### src/rtl/updown_counter_param.sv
// ---------------------------------------------------------------------------
// updown_counter_param
//
// Purpose:
//   Reusable up/down counter with a programmable modulus, parallel load,
//   count enable and a choice of wrapping or saturating at the bounds.
//   The count always stays in 0..MODULUS-1. A combinational terminal flag
//   and a registered one-cycle wrap pulse let downstream logic cascade
//   counters or gate events.
//
// Parameters:
//   WIDTH       - counter width in bits (1..32)
//   MODULUS     - count range is 0..MODULUS-1 (2..2^WIDTH)
//   SATURATE    - 0: wrap at the bounds, 1: hold at the bounds
//   RESET_VALUE - count value after reset (< MODULUS)
//
// Ports:
//   clock      in   1      rising-edge clock
//   reset      in   1      asynchronous, active-high reset
//   enable     in   1      count enable; count holds when low
//   up_down    in   1      direction: 1 = up, 0 = down
//   load       in   1      synchronous parallel load (beats enable)
//   load_value in   WIDTH  value loaded when load=1 (clamped to MODULUS-1)
//   count      out  WIDTH  current count, registered
//   terminal   out  1      count is at the bound in the current direction
//   wrap_pulse out  1      one-cycle pulse aligned with the count produced
//                          by a wrap, or by a step attempted past a bound
// ---------------------------------------------------------------------------
module updown_counter_param #(
  parameter int              WIDTH       = 4,
  parameter longint unsigned MODULUS     = 16,
  parameter bit              SATURATE    = 1'b0,
  parameter longint unsigned RESET_VALUE = 0
) (
  input  logic             clock,
  input  logic             reset,
  input  logic             enable,
  input  logic             up_down,
  input  logic             load,
  input  logic [WIDTH-1:0] load_value,
  output logic [WIDTH-1:0] count,
  output logic             terminal,
  output logic             wrap_pulse
);

  // Parameters are held as 64-bit values so MODULUS = 2^32 is representable
  // when WIDTH = 32; everything that touches the datapath is narrowed here.
  localparam longint unsigned COUNT_SPAN  = 64'd1 << WIDTH;
  localparam logic [WIDTH-1:0] MAX_COUNT   = WIDTH'(MODULUS - 64'd1);
  localparam logic [WIDTH-1:0] RESET_COUNT = WIDTH'(RESET_VALUE);
  localparam logic [WIDTH-1:0] ONE         = WIDTH'(1);

  // Reject parameter combinations that would let count leave its range.
  if (WIDTH < 1 || WIDTH > 32) begin : g_bad_width
    $error("updown_counter_param: WIDTH must be in 1..32");
  end
  if (MODULUS < 64'd2 || MODULUS > COUNT_SPAN) begin : g_bad_modulus
    $error("updown_counter_param: MODULUS must be in 2..2^WIDTH");
  end
  if (RESET_VALUE >= MODULUS) begin : g_bad_reset_value
    $error("updown_counter_param: RESET_VALUE must be below MODULUS");
  end

  logic             at_max;
  logic             at_min;
  logic             load_in_range;
  logic [WIDTH-1:0] next_count;
  logic             next_wrap;

  // Bound detection uses explicit compares against MODULUS-1 and 0 rather
  // than relying on natural overflow, so non-power-of-two moduli work.
  // The load compare is done at 64 bits so a full-range modulus never
  // clamps a legal value.
  always_comb begin
    at_max        = (count == MAX_COUNT);
    at_min        = (count == '0);
    load_in_range = (64'(load_value) < MODULUS);
  end

  // terminal tracks up_down combinationally, so a direction change is
  // visible immediately even while the counter is disabled.
  always_comb begin
    terminal = up_down ? at_max : at_min;
  end

  // Next-state selection: load beats enable, enable beats hold. The wrap
  // flag is raised whenever an enabled step hits a bound, whether the
  // counter then wraps or saturates.
  always_comb begin
    next_count = count;
    next_wrap  = 1'b0;
    if (load) begin
      next_count = load_in_range ? load_value : MAX_COUNT;
    end else if (enable) begin
      if (up_down) begin
        if (at_max) begin
          next_wrap  = 1'b1;
          next_count = SATURATE ? count : '0;
        end else begin
          next_count = count + ONE;
        end
      end else begin
        if (at_min) begin
          next_wrap  = 1'b1;
          next_count = SATURATE ? count : MAX_COUNT;
        end else begin
          next_count = count - ONE;
        end
      end
    end
  end

  // State register; reset takes effect immediately without a clock edge.
  always_ff @(posedge clock or posedge reset) begin
    if (reset) begin
      count      <= RESET_COUNT;
      wrap_pulse <= 1'b0;
    end else begin
      count      <= next_count;
      wrap_pulse <= next_wrap;
    end
  end

endmodule

### config.mk
export PLATFORM = sky130hd
export DESIGN_NAME = updown_counter_param
export DESIGN_NICKNAME = d
export VERILOG_FILES = /design/src/rtl/updown_counter_param.sv
export SDC_FILE = /design/constraint.sdc
export NUM_CORES = 1
export LEC_CHECK = 0
export CORE_AREA = 2 2 39 41
export DETAILED_ROUTE_END_ITERATION = 12
export DIE_AREA = 0 0 41 43
export PLACE_DENSITY = 0.65
export SLEW_MARGIN = 0
export SYNTH_ARGS = -nofsm -noshare
export SYNTH_HDL_FRONTEND = slang
export SYNTH_SLANG_ARGS = --single-unit
### constraint.sdc
create_clock -name clock -period 4.45 [get_ports clock]
set_clock_uncertainty 0.1 [all_clocks]
set_input_delay 0.89 -clock clock [delete_from_list [all_inputs] [get_ports clock]]
set_output_delay 0.89 -clock clock [all_outputs]
set_load 0.01 [all_outputs]
==> summary.txt, run 1 <==
GRT
  • Vias in the first global route: between 300 and 400
  • Initial antenna violation count: 0
  • Grt ovf: 0
  • Largest net degree at the start of global routing: 11
  • GRT Total Usage: around an eighth
  • Global-route wire length before repair: 1.38 mm

Synth
  • Synth warnings: 0
  • Post-synthesis mux area share: 2.51%
  • Cell variety after synth: 27
  • Area fraction of the dominant cell type after synthesis: 31.3%
  • Yosys reg bits: 5
  • Sequential-to-total area share from yosys stat: a little under a third
  • Synth Area in Compound Gates: a little under a third
  • Largest family of logic cells by synthesized area: compound AO/OA/AOI/OAI gates
  • Synth Area in XOR/XNOR: 4.39%
  • Syn nets: 56
  • Synth top area cells: dfrtp_1, ha_1, a21oi_1
  • Synthesized instance count: between 40 and 50
  • Post-Syn Area: roughly 400 um^2
  • Avg Cell Area, Syn: 8.87 um^2
  • Adder-Cell Fraction of Synth Area: 6.27%
  • Simple-gate share of the synthesized area: 15.0%
  • Biggest area consumer among synthesized cells: dfrtp_1

Floorplan
  • Starting Density: around 29%
  • IO Pins: 15
  • Die X-Extent: around 41 um
  • Die H: roughly 43 um
  • DIE AREA: between 0.0015 and 0.002 mm^2
  • Cell Rows: 14
  • CORE AREA: around 0.0014 mm^2

Finish
  • # nets final: 71
  • Most frequent cells in the layout: clkdlybuf4s50_1, dfrtp_1, inv_1, a21oi_1
  • Share of layout cells above drive strength 1: between 15 and 20%
  • Antenna diodes: 0
  • Number of fill cells: 151
  • Commonest non-fill, non-tap cell in the layout: clkdlybuf4s50_1
  • Synthesis-to-layout area growth: 40.4%

Clock tree
  • CTS tree: done
  • Worst-path clk slew: 40 ps
  • CTS Hold Bufs: 0
  • Clock sinks: 5
  • Resized Gates After CTS: 0
  • Total setup buffers inserted after CTS: 0
  • Clock root cell: clkbuf_4
  • Clk buf depth: 2
  • H-tree Lvls: 1
  • Worst skew pair latency: 240 ps
  • Num CTS Buffers: 3

Timing
  • TNS Setup: 0 ps
  • Slew margin rel.: about 80%
  • Fmax: roughly 280 MHz
  • Setup violations, final: 0
  • Tcrit/Tclk final: approximately 80%
  • Unrepaired setup endpoints after global routing: false
  • Worst-Margin Slew: roughly 330 ps
  • Final min period: 3550 ps
  • Hold Vio Cnt, Final: 0
  • Slew Viols, Final: 0

Hold path
  • Min-Delay Startpoint: count[1]$_DFFE_PP0P_
  • Hold crit path type: reg2reg
  • Hold endpoint: count[1]$_DFFE_PP0P_
  • Hold Path Depth: 2

Critical path
  • Reg2reg start: count[0]$_DFFE_PP0P_
  • R2R depth: 6
  • Worst reg-to-reg setup slack: ~2700 ps
  • Worst flop-to-flop path endpoint: count[0]$_DFFE_PP0P_
  • Critical Path AT: approximately 2600 ps
  • Largest fanout on the critical path: 7
  • Setup crit end kind: output port
  • Crit start category: input port
  • Worst EP required: 3460 ps
  • CP Class: in2out

Placement
  • Port buffer count: 14
  • Final HPWL DP: roughly 630 um
  • Final GP Congestion: ~0.66

Power
  • Worst VDD drop: about 0.13 mV
  • Pwr dens: roughly 300 mW/mm^2
  • Total power: 0.168 mW
  • Lkg Pwr: 0.236 nW

Route
  • Routed vias/inst: roughly 5
  • Post-route antenna net violation count: 0
  • Detailed Route Iter0 Violations: 2
  • DR vias: approximately 370
  • Drt pass-1 iters: 4
  • Routed WL: approximately 800 um
  • Per-cell routed wire length: ~11 um
  • DRC Markers: 0

Job
  • Max Cap Viol: 0

Outcome
  • Status: completed
## stage by stage
stage | hold WS, ps | utilization (%) | cells | setup WS (ps) | cell area [um^2]
floorplan | 569 | - | 45 | 1830 | 399
global placement | 612 | 38.6 | 71 | 925 | 534
detailed placement | 612 | 38.6 | 71 | 888 | 534
CTS | 620 | 40.5 | 75 | 888 | 561
global route | 694 | 40.5 | 75 | 804 | 561
finish | 626 | 40.5 | 75 | 904 | 561
## critical path: stages
cell and delay [ps]:
clkdlybuf4s50_1 530, or3b_4 430, o21ai_1 150, clkdlybuf4s50_1 560
## sequential cells by signal (all words and copies together) (netlist names)
signal,flops
wrap_pulse,1
count,4
## cell usage after synthesis (all sizes together)
| cell type | number |
|---|---|
| nand4 | 1 |
| a221oi | 1 |
| or3b | 1 |
| a21o | 1 |
| o221ai | 1 |
| a21boi | 1 |
| dfrtp | 5 |
| nand3 | 1 |
| o21ba | 1 |
| mux2i | 1 |
| o31ai | 2 |
| nor2b | 1 |
| xnor2 | 1 |
| o21ai | 5 |
| inv | 4 |
| nor3b | 1 |
| ha | 2 |
| nor2 | 2 |
| xor2 | 1 |
| a31o | 1 |
| a21oi | 4 |
| nand2 | 3 |
| buf | 4 |
## report_power, final
part / total [mW] / switching (mW) / internal, mW
registers: 0.0614 / 0.0111 / 0.0503
clock network: 0.0513 / 0.0175 / 0.0338
logic: 0.0548 / 0.0224 / 0.0324
total: 0.168 / 0.0511 / 0.116
## routing by layer
metal / part of all wire, % / global-route usage (%)
met5: 0 / 0
met4: 1.2 / 10.0
met3: 5.4 / 4.71
met2: 47 / 15.3
met1: 46 / 15.4
## kinds of logic (layout without fill, tap and decap cells)
group	after synthesis	in the layout
compound gates	17	17
xor+xnor	2	2
mux	1	1
fa+ha+maj	2	2
flops	5	5
simple gates	10	10
buf+inv	8	22
## cell type report
class                      count  area [um^2]  area share (%)
tap                           16         20.0            3.57
inverter                       4         15.0            2.68
sequential                     5          125            22.3
multi-input combinational     32          234            41.7
timing repair buffer          14          140            25.0
clock buffer                   4         26.3            4.69
## worst max-delay path by stage
stage,from,to,slack (ps),depth (start not counted)
finish,up_down,terminal,900,4
global route,up_down,terminal,800,4
CTS,up_down,terminal,890,4
detailed placement,up_down,terminal,890,4
global placement,up_down,terminal,920,4
floorplan,up_down,terminal,1830,3
Note: power is estimated with default switching activity, not from simulation.
==> run 2, diff against run 1 <==
Clock period 4.45 ns to 3.4 ns, I/O delays scaled along.
==> summary.txt, run 2 (synthesized netlist as in run 1, its figures left out) <==
Power
  • Lkg Pwr: 0.240 nW (was 0.236 nW)
  • Pwr dens: 383 mW/mm^2 (was 299 mW/mm^2)
  • Worst VDD drop: 0.193 mV (was 0.135 mV)

Route
  • Routed vias/inst: 4.74 (was 4.89)
  • Per-cell routed wire length: 10.0 um (was 10.9 um)
  • Detailed Route Iter0 Violations: 6 (was 2)
  • DR vias: 360 (was 367)
  • DRC Markers: 0 (unchanged)
  • Post-route antenna net violation count: 0 (unchanged)
  • Drt pass-1 iters: 2 (was 4)
  • Routed WL: 763 um (was 816 um)

Clock tree
  • Total setup buffers inserted after CTS: 0 (unchanged)
  • H-tree Lvls: 1 (unchanged)
  • Num CTS Buffers: 3 (unchanged)
  • Worst-path clk slew: 40 ps (about the same)
  • CTS tree: done (unchanged)
  • Worst skew pair latency: 240 ps (about the same)
  • CTS Hold Bufs: 0 (unchanged)
  • Clk buf depth: 2 (unchanged)
  • Clock sinks: 5 (unchanged)
  • Resized Gates After CTS: 0 (unchanged)
  • Clock root cell: clkbuf_4 (unchanged)

Finish
  • Share of layout cells above drive strength 1: 16.7% (was 15.3%)
  • Commonest non-fill, non-tap cell in the layout: clkdlybuf4s50_1 (unchanged)
  • # nets final: 72 (was 71)
  • Max FFs per register: 4 (unchanged)
  • Biggest register: count (unchanged)
  • Antenna diodes: 0 (unchanged)
  • Synthesis-to-layout area growth: 42.3% (was 40.4%)
  • Largest regs: count (4), wrap_pulse (1) (unchanged)
  • Most frequent cells in the layout: clkdlybuf4s50_1, dfrtp_1, inv_1, a21oi_1 (unchanged)

Critical path
  • Worst EP required: 2620 ps (was 3460 ps)
  • Critical Path AT: 2190 ps (was 2560 ps)
  • Crit start category: input port (unchanged)
  • Largest fanout on the critical path: 2 (was 7)
  • Setup crit end kind: output port (unchanged)
  • CP Class: in2out (unchanged)
  • R2R depth: 6 (unchanged)

GRT
  • Largest net degree at the start of global routing: 11 (unchanged)
  • GRT Total Usage: 10.4% (was 12.1%)
  • Initial antenna violation count: 0 (unchanged)
  • Grt ovf: 0 (unchanged)
  • Vias in the first global route: 299 (was 317)
  • Global-route wire length before repair: 1.26 mm (was 1.38 mm)

Timing
  • Slew margin rel.: 78.4% (was 77.8%)
  • Tcrit/Tclk final: 87.3%
  • Slew Viols, Final: 0 (unchanged)
  • TNS Setup: 0 ps (unchanged)
  • Worst-Margin Slew: 324 ps (was 332 ps)
  • Final min period: 2970 ps
  • Setup violations, final: 0 (unchanged)
  • Fmax: 337 MHz
  • Fin worst setup slack: 432 ps (was 904 ps)
  • Hold Vio Cnt, Final: 0 (unchanged)
  • Unrepaired setup endpoints after global routing: false (unchanged)

Placement
  • Port buffer count: 14 (unchanged)
  • Final GP Congestion: 0.672 (was 0.659)
  • Place WS: 410 ps (was 888 ps)
  • Final HPWL DP: 618 um (was 633 um)

Floorplan
  • Die H: 43 um (unchanged)
  • Starting Density: 28.8% (unchanged)
  • IO Pins: 15 (unchanged)
  • CORE AREA: 0.00138 mm^2 (unchanged)
  • Die X-Extent: 41 um (unchanged)
  • Cell Rows: 14 (unchanged)
  • DIE AREA: 0.00176 mm^2 (unchanged)

Outcome
  • Status: completed (unchanged)

Hold path
  • Hold crit path type: in2async (was reg2reg)

Job
  • Max Cap Viol: 0 (unchanged)
## run 2: critical path, stage by stage
cell	delay [ps]
clkdlybuf4s50_1	420
or3b_4	390
o21ai_1	150
clkdlybuf4s50_1	560
## run 2: metal layers
layer  up-vias  share of wire [%]  wire length, um  track usage (%)
li1        189                  -                -                -
met1       160                 48              370             14.8
met2         9                 44              337             13.4
met3         2                5.0               38             1.57
met4         0                2.4               18             8.00
met5         -                  0                0                0
## run 2: final cells by class
type | instances | area (um^2)
sequential | 5 | 125
clock buffer | 4 | 26.3
multi-input combinational | 32 | 234
timing repair buffer | 15 | 148
inverter | 4 | 15.0
tap | 16 | 20.0
fill | 157 | 816
## run 2: worst paths after layout
check	end	slack [ps]	start
max	terminal	430	up_down
min	count[0]$_DFFE_PP0P_	540	reset
max reg2reg	count[0]$_DFFE_PP0P_	1640	count[0]$_DFFE_PP0P_
min reg2reg	count[1]$_DFFE_PP0P_	640	count[1]$_DFFE_PP0P_
max in group asynchronous	count[2]$_DFFE_PP0P_	2500	reset
min in group clock	count[1]$_DFFE_PP0P_	640	count[1]$_DFFE_PP0P_
## run 2: through the flow
step	util [%]	cells	power, mW	hold slack, ps	cell area, um^2
after floorplan	-	45	0.126	359	399
after global placement	39.2	72	0.152	621	542
after detailed placement	39.2	72	0.154	636	542
after CTS	41.0	76	0.223	542	568
after global routing	41.0	76	0.233	562	568
final	41.0	76	0.218	540	568
## run 2: power breakdown
group | internal [mW] | switching [mW] | total (mW)
Clock | 0.0442 | 0.0216 | 0.0658
Combinational | 0.0431 | 0.0282 | 0.0714
Sequential | 0.0658 | 0.0147 | 0.0805
Total | 0.153 | 0.0646 | 0.218
==> run 3, diff against run 2 <==
Settings changed: ABC_CLOCK_PERIOD_IN_PS set to 3400.
==> results of run 3 <==
Final layout, timing and power as in run 2 (identical DEF).
